==> config.mk <==
export PLATFORM = sky130hd
export DESIGN_NAME = ss2b_scan
export DESIGN_NICKNAME = d
export VERILOG_FILES = /design/src/rtl/ss2b_scan.sv
export SDC_FILE = /design/constraint.sdc
export NUM_CORES = 1
export LEC_CHECK = 0
export BUFFER_PORTS_ARGS = -buffer_cell sky130_fd_sc_hd__buf_4
export CAP_MARGIN = 20
export CELL_PAD_IN_SITES_DETAIL_PLACEMENT = 1
export CELL_PAD_IN_SITES_GLOBAL_PLACEMENT = 1
export CORE_MARGIN = 2
export CORE_UTILIZATION = 50
export CTS_CLUSTER_DIAMETER = 200
export CTS_CLUSTER_SIZE = 8
export DETAILED_ROUTE_END_ITERATION = 8
export GPL_TIMING_DRIVEN = 0
export PLACE_DENSITY_LB_ADDON = 0.1
export RECOVER_POWER = 25
export SLEW_MARGIN = 15
export SYNTH_ARGS = -nofsm -noshare
export SYNTH_HDL_FRONTEND = slang
export SYNTH_SLANG_ARGS = --single-unit
==> constraint.sdc <==
create_clock -name clk -period 3.3 [get_ports clk]
set_clock_uncertainty 0.1 [all_clocks]
set_input_delay 0.495 -clock clk [delete_from_list [all_inputs] [get_ports clk]]
set_output_delay 0.495 -clock clk [all_outputs]
set_load 0.005 [all_outputs]
==> src/rtl/ss2b_scan.sv <==
// ss2b_scan: seven-segment scan receiver / decoder.
//
// Watches a multiplexed segment + digit-select bus, waits for each digit
// pattern to stay put for STABLE_CYC synchronised cycles, then decodes the
// 7-bit segment pattern back into a 5-bit symbol code for that digit.
// Once every digit has been captured, a one-cycle frame strobe is raised.
//
// Ports:
//   clk          rising-edge clock
//   rst          asynchronous active-high reset
//   seg_in[6:0]  segment lines a..g (bit0 = a), asynchronous to clk
//   dig_in       digit-select lines, one-hot when valid, asynchronous to clk
//   codes        decoded 5-bit code per digit, digit i at [5i+4:5i]
//   bad          per digit, 1 = last capture was an unrecognised pattern
//   frame_valid  one-cycle pulse once every digit has been captured
module ss2b_scan #(
  parameter int DIGITS         = 4,
  parameter int STABLE_CYC     = 4,
  parameter int SEG_ACTIVE_LOW = 0,
  parameter int DIG_ACTIVE_LOW = 0
) (
  input  logic                  clk,
  input  logic                  rst,
  input  logic [6:0]            seg_in,
  input  logic [DIGITS-1:0]     dig_in,
  output logic [5*DIGITS-1:0]   codes,
  output logic [DIGITS-1:0]     bad,
  output logic                  frame_valid
);

  localparam int SW = DIGITS + 7;

  logic [6:0]        seg_s1, seg_s2;
  logic [DIGITS-1:0] dig_s1, dig_s2;
  logic [6:0]        seg_cur;
  logic [DIGITS-1:0] dig_cur;
  logic [SW-1:0]     sample_cur;
  logic [SW-1:0]     sample_prev;
  logic [7:0]        run_cnt;
  logic              run_done;
  logic              capture;
  logic [DIGITS-1:0] dig_prev;
  logic [6:0]        seg_prev;
  logic [5:0]        dec;
  logic [DIGITS-1:0] seen;

  // Returns {bad, code}; unknown patterns map to code 31 with bad set.
  function automatic logic [5:0] decode_seg(input logic [6:0] s);
    logic [5:0] r;
    case (s)
      7'h3F: r = {1'b0, 5'd0};
      7'h06: r = {1'b0, 5'd1};
      7'h5B: r = {1'b0, 5'd2};
      7'h4F: r = {1'b0, 5'd3};
      7'h66: r = {1'b0, 5'd4};
      7'h6D: r = {1'b0, 5'd5};
      7'h7D: r = {1'b0, 5'd6};
      7'h07: r = {1'b0, 5'd7};
      7'h7F: r = {1'b0, 5'd8};
      7'h6F: r = {1'b0, 5'd9};
      7'h77: r = {1'b0, 5'd10};
      7'h7C: r = {1'b0, 5'd11};
      7'h39: r = {1'b0, 5'd12};
      7'h5E: r = {1'b0, 5'd13};
      7'h79: r = {1'b0, 5'd14};
      7'h71: r = {1'b0, 5'd15};
      7'h76: r = {1'b0, 5'd16};
      7'h37: r = {1'b0, 5'd17};
      7'h3E: r = {1'b0, 5'd18};
      7'h54: r = {1'b0, 5'd19};
      7'h31: r = {1'b0, 5'd20};
      7'h73: r = {1'b0, 5'd21};
      7'h38: r = {1'b0, 5'd22};
      7'h3D: r = {1'b0, 5'd23};
      7'h6E: r = {1'b0, 5'd24};
      7'h00: r = {1'b0, 5'd30};
      default: r = {1'b1, 5'd31};
    endcase
    return r;
  endfunction

  // Two-flop synchronisers for the asynchronous bus.
  always_ff @(posedge clk or posedge rst) begin
    if (rst) begin
      seg_s1 <= '0;
      seg_s2 <= '0;
      dig_s1 <= '0;
      dig_s2 <= '0;
    end else begin
      seg_s1 <= seg_in;
      seg_s2 <= seg_s1;
      dig_s1 <= dig_in;
      dig_s2 <= dig_s1;
    end
  end

  assign seg_cur    = (SEG_ACTIVE_LOW != 0) ? ~seg_s2 : seg_s2;
  assign dig_cur    = (DIG_ACTIVE_LOW != 0) ? ~dig_s2 : dig_s2;
  assign sample_cur = {dig_cur, seg_cur};

  // sample_prev always holds the pattern run_cnt is counting, so the
  // capture decodes it rather than the live sample, which may already
  // have moved on in the capture cycle.
  assign dig_prev = sample_prev[SW-1:7];
  assign seg_prev = sample_prev[6:0];
  assign dec      = decode_seg(seg_prev);

  // run_done stops a second capture once the counter passes or saturates
  // at STABLE_CYC while the same pattern keeps being held.
  assign capture = (run_cnt == 8'(STABLE_CYC)) && !run_done;

  // Stability tracking: count consecutive identical one-hot samples.
  always_ff @(posedge clk or posedge rst) begin
    if (rst) begin
      sample_prev <= '0;
      run_cnt     <= '0;
      run_done    <= 1'b0;
    end else begin
      sample_prev <= sample_cur;
      if (!$onehot(dig_cur)) begin
        run_cnt  <= '0;
        run_done <= 1'b0;
      end else if (sample_cur != sample_prev) begin
        run_cnt  <= 8'd1;
        run_done <= 1'b0;
      end else begin
        if (run_cnt != 8'hFF) begin
          run_cnt <= run_cnt + 8'd1;
        end
        run_done <= run_done | capture;
      end
    end
  end

  // Per-digit storage and frame completion tracking.
  always_ff @(posedge clk or posedge rst) begin
    if (rst) begin
      codes       <= {DIGITS{5'd30}};
      bad         <= '0;
      seen        <= '0;
      frame_valid <= 1'b0;
    end else begin
      frame_valid <= 1'b0;
      if (capture) begin
        for (int i = 0; i < DIGITS; i++) begin
          if (dig_prev[i]) begin
            codes[5*i +: 5] <= dec[4:0];
            bad[i]          <= dec[5];
          end
        end
        if ((seen | dig_prev) == {DIGITS{1'b1}}) begin
          frame_valid <= 1'b1;
          seen        <= '0;
        end else begin
          seen <= seen | dig_prev;
        end
      end
    end
  end

endmodule

Word-level counts from Yosys, hierarchy flattened:

Memories as Yosys holds them, arrays and structs flattened.
Cells that the tools add are included.
W data, S select, Z words.

* bits in registers: 71
* memory bits (read-only): 768
* input bits: 13
* output and inout port bits: 25
* logic and storage cells: 44
* memories kept: 1

* add/subtract/negate cells: 4
* equality and inequality tests: 6
* muxes and demuxes: 8
* bitwise operators: 2
* reductions and logical operators: 6

Memory list
* (no name shown): depth 128, width 6, read ports 1, clocked after Yosys merged registers in 0, wr ports 0, RTL line 50 `case (s)`

Operators with widths (number)
* $mux W8: 3
* $ne A11 B11 Y1: 1
* $add A8 B1 Y8 const B: 1
* $eq A8 B3 Y1 const B: 1
* $ne A8 B8 Y1 const B: 1
* $reduce_and A2 Y1: 4
* $add A1 B1 Y2: 2
* $eq A4 B4 Y1 const B: 1
* $mux W1: 4
* $mux W4: 1
* $or A4 B4 Y4: 1
* $add A2 B2 Y3: 1
* $eq A3 B1 Y1 const B: 1
* $ne A3 B1 Y1 const B: 1
* $logic_and A1 B1 Y1: 1
* $logic_not A1 Y1: 1
* $or A1 B1 Y1: 1

Logic depth before layout (Yosys ltp):

Gate-level depths: netlist (run 1).

* depth in word-level cells: 5
* depth in mapped cells: 8

Worst setup path before layout (run 1):

No wires, ideal clock.

* kind: flip-flop to flip-flop
* start: register dig_s2[0], in the netlist dig_cur[0]
* end: register run_done
* arrival: 1982 ps
* required time: 3137 ps
* slack: 1155 ps
* cell stages (with the launch flop): 9
* period minus slack after synthesis: 2145 ps
* cells stage by stage: dfrtp_1 > inv_1 > fa_1 > inv_1 > ha_1 > ha_1 > nor2_1 > nand3_1 > o21ba_2

* cells in the longest elaborated chain, start to end: 4

Ends and longest elaborated chain
* start: declaration: RTL line 34 `logic [DIGITS-1:0] dig_s1, dig_s2;`
* start signal: assignment: RTL line 93 `dig_s2 <= dig_s1;`
* $add A1 B1 Y2 (not written as such): RTL line 120 `if (!$onehot(dig_cur)) begin`
* $add A2 B2 Y3 (not written as such): RTL line 120
* $eq A3 B1 Y1: RTL line 120
* $mux W1 *: RTL line 120
* end signal: assignment: RTL line 130 `run_done <= run_done | capture;`
* end: declaration: RTL line 40 `logic run_done;`

Mark *: on every way between the ends. The rest lies on a longest branch, timed or not.
A chain may end at the register's enable or synchronous reset.

Final worst setup path (run 1):

* start: register dig_s2[0], in the netlist dig_cur[0]
* end: register run_cnt[2]

* cells in the longest elaborated chain, start to end: 4

Ends and longest elaborated chain
* $add A1 B1 Y2 (not written as such): RTL line 120
* $add A2 B2 Y3 (not written as such): RTL line 120
* $eq A3 B1 Y1: RTL line 120
* $ne A3 B1 Y1 (no source line) or $mux W8 (tied branches)
* end signal: assignment: RTL line 128 `run_cnt <= run_cnt + 8'd1;`
* end: declaration: RTL line 39 `logic [7:0] run_cnt;`

Parallel ways exist; a longest one is shown, timed or not.

==> out/summary.txt, run 1 <==
CTS
---------------------------------------------------------------------------
Number of buffers inserted to repair setup after CTS .........            0
Clock slew at reported path FFs ..............................        70 ps
Maximum clock insertion buffer count .........................            2
CTS buffer count .............................................            9
Number of sinks driven by the clock tree .....................           71
TritonCTS clock tree .........................................          yes
Root Driver ..................................................     clkbuf_8
Clock latency on the worst-skew pair .........................       340 ps
Count of hold-fix buffers inserted at cts ....................            1
Depth of the CTS H-tree ......................................            3
Count of instances resized after the clock tree is built .....            0

STA
---------------------------------------------------------------------------
Tcrit/Tclk final .............................................        0.739
Total negative slack for setup checks ........................         0 ps
Unrepaired setup endpoints after global routing ..............        false
Achievable frequency .........................................    0.410 GHz
Final number of setup-violating endpoints ....................            0
Slew of the pin with the lowest slew margin ..................       660 ps
Post-layout minimum cycle time ...............................      2440 ps
Relative slew slack ..........................................        0.558
Count of pins over their slew limit ..........................            0
Count of final hold-check violations .........................            0

WORST SETUP PATH
---------------------------------------------------------------------------
Max incr delay on CP .........................................       540 ps
Highest fanout seen on the critical path .....................            8
CP cell instances ............................................ inv_1 -> fa_1 -> inv_1 -> ha_1 -> ha_1 -> nor2_1 -> nand3_1 -> a211oi_1
Crit-path slowest cell .......................................         fa_1
Arrival time worst endpoint ..................................      2580 ps
Kind of end point of the critical path .......................         flop
Kind of start point of the critical path .....................         flop
CP Class .....................................................      reg2reg
Reg2Reg Setup Slack ..........................................       860 ps
Req. time, crit path .........................................      3440 ps

ROUTE
---------------------------------------------------------------------------
Antenna-violating nets left ..................................            0
Routed wire length ...........................................      7580 um
Routed WL per cell ...........................................      17.6 um
Initial DRC count ............................................          128
1st-pass router iterations ...................................            4
Vias per Instance ............................................         5.56
Number of vias in the routed layout ..........................         2401
DRC errors left ..............................................            0

PWR
---------------------------------------------------------------------------
Total power per unit cell area ...............................  438 nW/um^2
Flop pwr share ...............................................        0.521
Internal Power ...............................................    0.00131 W
Switching power ..............................................   0.000440 W
Leakage power total ..........................................      1.78 nW
Post-route total power .......................................    0.00175 W
Switching portion of total power .............................        0.252
Proportion of power drawn by the clock network ...............        0.383
Share of total power in combinational logic ..................        0.096
Peak supply drop .............................................     0.347 mV

YOSYS
---------------------------------------------------------------------------
Seq/Total Area, Yosys ........................................        0.530
Synthesized instance count ...................................          297
Most area-consuming cells after synthesis .................... dfrtp_1, dfstp_2, mux2_4
Async SR Flop Fraction .......................................         1.00
Flip-flop and latch count after synthesis ....................           71
Area leader, netlist .........................................      dfrtp_1
Synthesis Warnings ...........................................            0
Dominant register cell in the synthesized netlist ............      dfrtp_1
Synth Net Count ..............................................          322
Number of synthesized flops with an enable pin ...............            0
Post-synthesis cell type count ...............................           52
Yosys top cell area share ....................................        0.406
Post-synthesis instance area .................................    3390 um^2
Synth Area per Inst ..........................................    11.4 um^2

GLOBAL ROUTING
---------------------------------------------------------------------------
Met2 track demand over resource in global routing ............        0.374
Busiest layer in global routing ..............................         met2
Total Routing Usage GR .......................................        0.226
Total overflow reported by the global router .................            0
Via count of the first global-routing pass ...................         2628
Maximum number of pins on one net before global-route repair .           60
Routing usage on met3 ........................................       0.0429
Antenna violations before repair .............................            0
Met1 usage ...................................................        0.300
Wire length of the first global-routing pass .................     13000 um

FLOORPLANNING
---------------------------------------------------------------------------
Placeable core region ........................................    6680 um^2
Count of standard-cell rows ..................................           30
# IOs ........................................................           38
Chip Height ..................................................      86.3 um
Initial core utilization .....................................        0.507
Full die area ................................................    7450 um^2
Width of the chip ............................................      86.3 um

CELLS AND AREA
---------------------------------------------------------------------------
Post-layout nets .............................................          372
Inserted Diodes ..............................................            0
Layout overhead on the synthesized area ......................        17.9%
Share of post-route cells with drive strength above 1 ........        0.307
Commonest cells after routing, fill and taps aside ........... dfrtp_1, nand2_1, buf_4
Most common cell after layout, fill and taps aside ...........      dfrtp_1

PLACEMENT
---------------------------------------------------------------------------
RePlAce Congestion ...........................................        0.871
Number of I/O port buffers ...................................           37
Post-DP HPWL .................................................      5530 um

WORST HOLD PATH
---------------------------------------------------------------------------
Class of the tightest hold or removal check ..................       in2reg

STATUS
---------------------------------------------------------------------------
Run status ................................................... finished, final reports clean

RUN
---------------------------------------------------------------------------
Maxcap violations ............................................            0

power groups by stage:
stage	Combinational [W]	Clock [W]	Sequential, W
final	0.000168	0.000670	0.000910
after global routing	0.000189	0.000722	0.000914
after CTS	0.000172	0.000690	0.000911
after detailed placement	0.000170	0	0.000927
after global placement	0.000159	0	0.000925
after floorplan	0.000115	0	0.000922
synth_stat cells, types with 6 or more instances:
master   number
dfrtp_1      55
nand2_1      33
dfstp_2      16
mux2_4       16
inv_1        14
nor2_1       12
o21ai_0      12
xnor2_1      12
ha_1         11
buf_2         8
nand3_1       7
a21oi_1       6
and2_1        6
nor2b_1       6
routing by layer:
metal  part of all wire  up-vias  routed length [um]
met5                  0        -                   0
met4              0.014        0                 107
met3              0.042       12                 316
met2               0.50       49                3820
met1               0.44     1211                3340
li1                   -     1129                   -
path summary, 6_finish.rpt:
kind	startpoint	cells past startpoint	end
max	dig_cur[0]$_DFF_PP0_	8	run_cnt[2]$_DFFE_PP0P_
min	seg_in[6]	1	seg_s1[6]$_DFF_PP0_
max reg2reg	dig_cur[0]$_DFF_PP0_	8	run_cnt[2]$_DFFE_PP0P_
min reg2reg	dig_s1[0]$_DFF_PP0_	0	dig_cur[0]$_DFF_PP0_
max in group asynchronous	rst	4	codes[17]$_DFFE_PP1P_
min in group asynchronous	rst	3	seg_s1[0]$_DFF_PP0_
critical path, delay by kind of cell, from the launching register on:
kind                     cells  cell delay (ps)
AND/OR/NAND/NOR              2              430
flip-flops                   1              380
adder cells (fa/ha/maj)      3              970
buffers and inverters        2              120
AO/OA/AOI/OAI                1              340
through the flow:
| stage | utilization | instances | setup slack, ps | instance area (um^2) | hold WS, ps |
|---|---|---|---|---|---|
| 3_3_place_gp | 0.564 | 414 | 136 | 3770 | 232 |
| 6_report | 0.598 | 432 | 861 | 4000 | 177 |
| 4_1_cts | 0.598 | 432 | 854 | 4000 | 138 |
| 3_5_place_dp | 0.568 | 415 | 878 | 3800 | 236 |
| 2_1_floorplan | - | 297 | 935 | 3390 | 231 |
| 5_1_grt | 0.598 | 432 | 591 | 4000 | 160 |
sequential cells by signal (all words and copies together) (netlist names):
name and count:
seg_cur 7, dig_s1 4, seg_s1 7, run_done 1, run_cnt 8, codes 20, seen 4, dig_cur 4
bad 4, sample_prev 11, frame_valid 1
cell families (layout without fill, tap and decap cells):
group / count (synthesis) / count (layout) / synth area share
AOI/OAI and AO/OA: 59 / 59 / 0.118
muxes: 19 / 19 / 0.0801
xor gates and xnor gates: 16 / 16 / 0.0413
DFF: 71 / 71 / 0.530
adders and majority gates: 12 / 12 / 0.0465
buffers and inverters: 30 / 85 / 0.0461
and+or+nand+nor: 90 / 90 / 0.138
layout make-up:
cell class / count / area, um^2
buffer: 16 / 104
clock buffer: 10 / 128
clock inverter: 6 / 61.3
fill: 728 / 2690
inverter: 14 / 53.8
multi-input combinational: 196 / 1440
sequential: 71 / 1800
tap: 80 / 100
timing repair buffer: 39 / 315
Note: power is estimated with default switching activity, not from simulation.
==> inputs of run 2 (changes only) <==
CORE_UTILIZATION = 46   (was 50)
clock period = 2.3 ns   (was 3.3 ns; I/O delays follow)
==> run 2 against run 1 <==
  * Maximum frequency is 9.9% higher
  * Largest cell class unchanged
  * Critical endpoint is now codes[17]$_DFFE_PP1P_
  * Sequential share of layout area is 2.9 points lower
  * Critical path depth is 1 lower
  * Sequential power is 44% higher
==> out/summary.txt, run 2 (synthesis gave the netlist of run 1 again) <==
FLOORPLANNING
---------------------------------------------------------------------------
Placeable core region ........................................    7180 um^2
Count of standard-cell rows ..................................           31
Initial core utilization .....................................        0.472
Chip Height ..................................................      89.8 um
Width of the chip ............................................      89.8 um
Full die area ................................................    8070 um^2
# IOs ........................................................           38

PWR
---------------------------------------------------------------------------
Internal Power ...............................................    0.00202 W
Switching power ..............................................   0.000674 W
Proportion of power drawn by the clock network ...............        0.407
Peak supply drop .............................................     0.722 mV
Leakage power total ..........................................      1.86 nW
Share of total power in combinational logic ..................        0.108
Flop pwr share ...............................................        0.485
Total power per unit cell area ...............................  631 nW/um^2
Switching portion of total power .............................        0.250

CTS
---------------------------------------------------------------------------
Root Driver ..................................................     clkbuf_8
Clock slew at reported path FFs ..............................        80 ps
Clock latency on the worst-skew pair .........................       340 ps
TritonCTS clock tree .........................................          yes
Number of sinks driven by the clock tree .....................           71
Maximum clock insertion buffer count .........................            2
Depth of the CTS H-tree ......................................            3
CTS buffer count .............................................            9

ROUTE
---------------------------------------------------------------------------
Vias per Instance ............................................         5.35
Antenna-violating nets left ..................................            0
Number of vias in the routed layout ..........................         2507
DRC errors left ..............................................            0
Routed wire length ...........................................      8480 um
1st-pass router iterations ...................................            4
Routed WL per cell ...........................................      18.1 um
Initial DRC count ............................................          116

WORST SETUP PATH
---------------------------------------------------------------------------
CP Class .....................................................      reg2reg
Req. time, crit path .........................................      2470 ps
Reg2Reg Setup Slack ..........................................        80 ps
Arrival time worst endpoint ..................................      2380 ps
Reg2reg end .................................................. codes[17]$_DFFE_PP1P_
Largest delay contributor family on the critical path ........ simple AND/OR/NAND/NOR gates
Crit path buf inv count ......................................            2
Length in cells of the worst reg-to-reg path .................            7
Max incr delay on CP .........................................       500 ps
Kind of start point of the critical path .....................         flop
CP cell instances ............................................ inv_1 -> ha_1 -> or4b_4 -> nor3_4 -> and2_1 -> buf_6 -> mux2_4
Crit-path slowest cell .......................................       or4b_4
Worst path depth .............................................            7
Kind of end point of the critical path .......................         flop
Setup crit end ............................................... codes[17]$_DFFE_PP1P_
Highest fanout seen on the critical path .....................            6
Start point of the critical path ............................. run_cnt[0]$_DFFE_PP0P_
Startpoint of the worst register-to-register path ............ run_cnt[0]$_DFFE_PP0P_

PLACEMENT
---------------------------------------------------------------------------
Number of I/O port buffers ...................................           37
Post-DP HPWL .................................................      5430 um
RePlAce Congestion ...........................................        0.873
Number of cells in the design after placement ................          434

STATUS
---------------------------------------------------------------------------
Run status ................................................... finished, final reports clean

CELLS AND AREA
---------------------------------------------------------------------------
Sequential cell area in the final layout .....................    1800 um^2
Post-layout nets .............................................          390
Commonest cells after routing, fill and taps aside ........... dfrtp_1, buf_4, nand2_1
Largest registers ............................................ codes (20), sample_prev (11), run_cnt (8)
Register name with the most flops ............................        codes
Inserted Diodes ..............................................            0
Final cell count without fillers .............................          469
Layout overhead on the synthesized area ......................        26.2%
Flip-flop count of the largest register after layout .........           20
Count of fill cells added during filler insertion ............          763
Share of post-route cells with drive strength above 1 ........        0.338
Area taken by multi-input logic gates ........................    1510 um^2
Most common cell after layout, fill and taps aside ...........      dfrtp_1

STA
---------------------------------------------------------------------------
Count of pins over their slew limit ..........................            0
Tcrit/Tclk final .............................................        0.965
Achievable frequency .........................................    0.451 GHz
Post-layout minimum cycle time ...............................      2220 ps
Relative slew slack ..........................................        0.572
Slew of the pin with the lowest slew margin ..................       638 ps
Final number of setup-violating endpoints ....................            0
Unrepaired setup endpoints after global routing ..............        false
Hold WS ......................................................       253 ps
Count of final hold-check violations .........................            0

GLOBAL ROUTING
---------------------------------------------------------------------------
Wire length of the first global-routing pass .................     13500 um
Antenna violations before repair .............................            0
Total Routing Usage GR .......................................        0.212
Via count of the first global-routing pass ...................         2604
Maximum number of pins on one net before global-route repair .           60
Total overflow reported by the global router .................            0

WORST HOLD PATH
---------------------------------------------------------------------------
Class of the tightest hold or removal check ..................      reg2reg

RUN
---------------------------------------------------------------------------
Maxcap violations ............................................            0

run 2: how the worst min path moves through the flow:
stage | from | endpoint | slack, ps | depth (start not counted)
2_1_floorplan | dig_s1[0]$_DFF_PP0_ | dig_cur[0]$_DFF_PP0_ | 230 | 0
3_3_place_gp | dig_s1[2]$_DFF_PP0_ | dig_cur[2]$_DFF_PP0_ | 230 | 0
3_5_place_dp | rst | seg_s1[0]$_DFF_PP0_ | 180 | 2
4_1_cts | seg_s1[1]$_DFF_PP0_ | seg_cur[1]$_DFF_PP0_ | 250 | 0
5_1_grt | seg_s1[4]$_DFF_PP0_ | seg_cur[4]$_DFF_PP0_ | 260 | 0
6_report | seg_s1[4]$_DFF_PP0_ | seg_cur[4]$_DFF_PP0_ | 250 | 0
run 2: power groups by stage:
stage	combinational, W	sequential, W	clock, W
after global placement	0.000228	0.00133	0
after detailed placement	0.000241	0.00133	0
after floorplan	0.000165	0.00132	0
final	0.000291	0.00131	0.00110
after global routing	0.000321	0.00131	0.00118
after CTS	0.000268	0.00131	0.00112
run 2: layout make-up:
cell class | instances | area share
clock buffer | 10 | 0.0298
sequential | 71 | 0.420
buffer | 16 | 0.0243
timing repair buffer | 56 | 0.109
clock inverter | 6 | 0.0217
multi-input combinational | 197 | 0.353
inverter | 14 | 0.0126
tap | 99 | 0.0290
run 2: timing repair:
item | 4_1_cts | 5_1_grt
setup buffers | 1 | 5
pin swaps | 1 | 3
cloned | 0 | 1
hold endpoints to repair | 23 | 0
setup endpoints to repair | 14 | 29
hold buffers | 12 | 0
resized for setup | 6 | 7
run 2: per-layer routing:
layer | track usage | vias up | part of all wire
li1 | - | 1174 | -
met3 | 0.0394 | 16 | 0.031
met2 | 0.352 | 59 | 0.50
met1 | 0.278 | 1258 | 0.45
met5 | 0 | - | 0
met4 | 0.0795 | 0 | 0.023
run 2: metrics by stage:
step                      area, um^2  setup slack (ps)  utilization  TNS (ps)  total power, W
after floorplan                 3390              84.9            -         0         0.00149
after global placement          3790              -740        0.528    -42740         0.00156
after detailed placement        3820              -143        0.533     -1170         0.00157
after CTS                       4200              8.28        0.585         0         0.00270
after global routing            4280              1.56        0.596         0         0.00282
final                           4280              81.1        0.596         0         0.00270
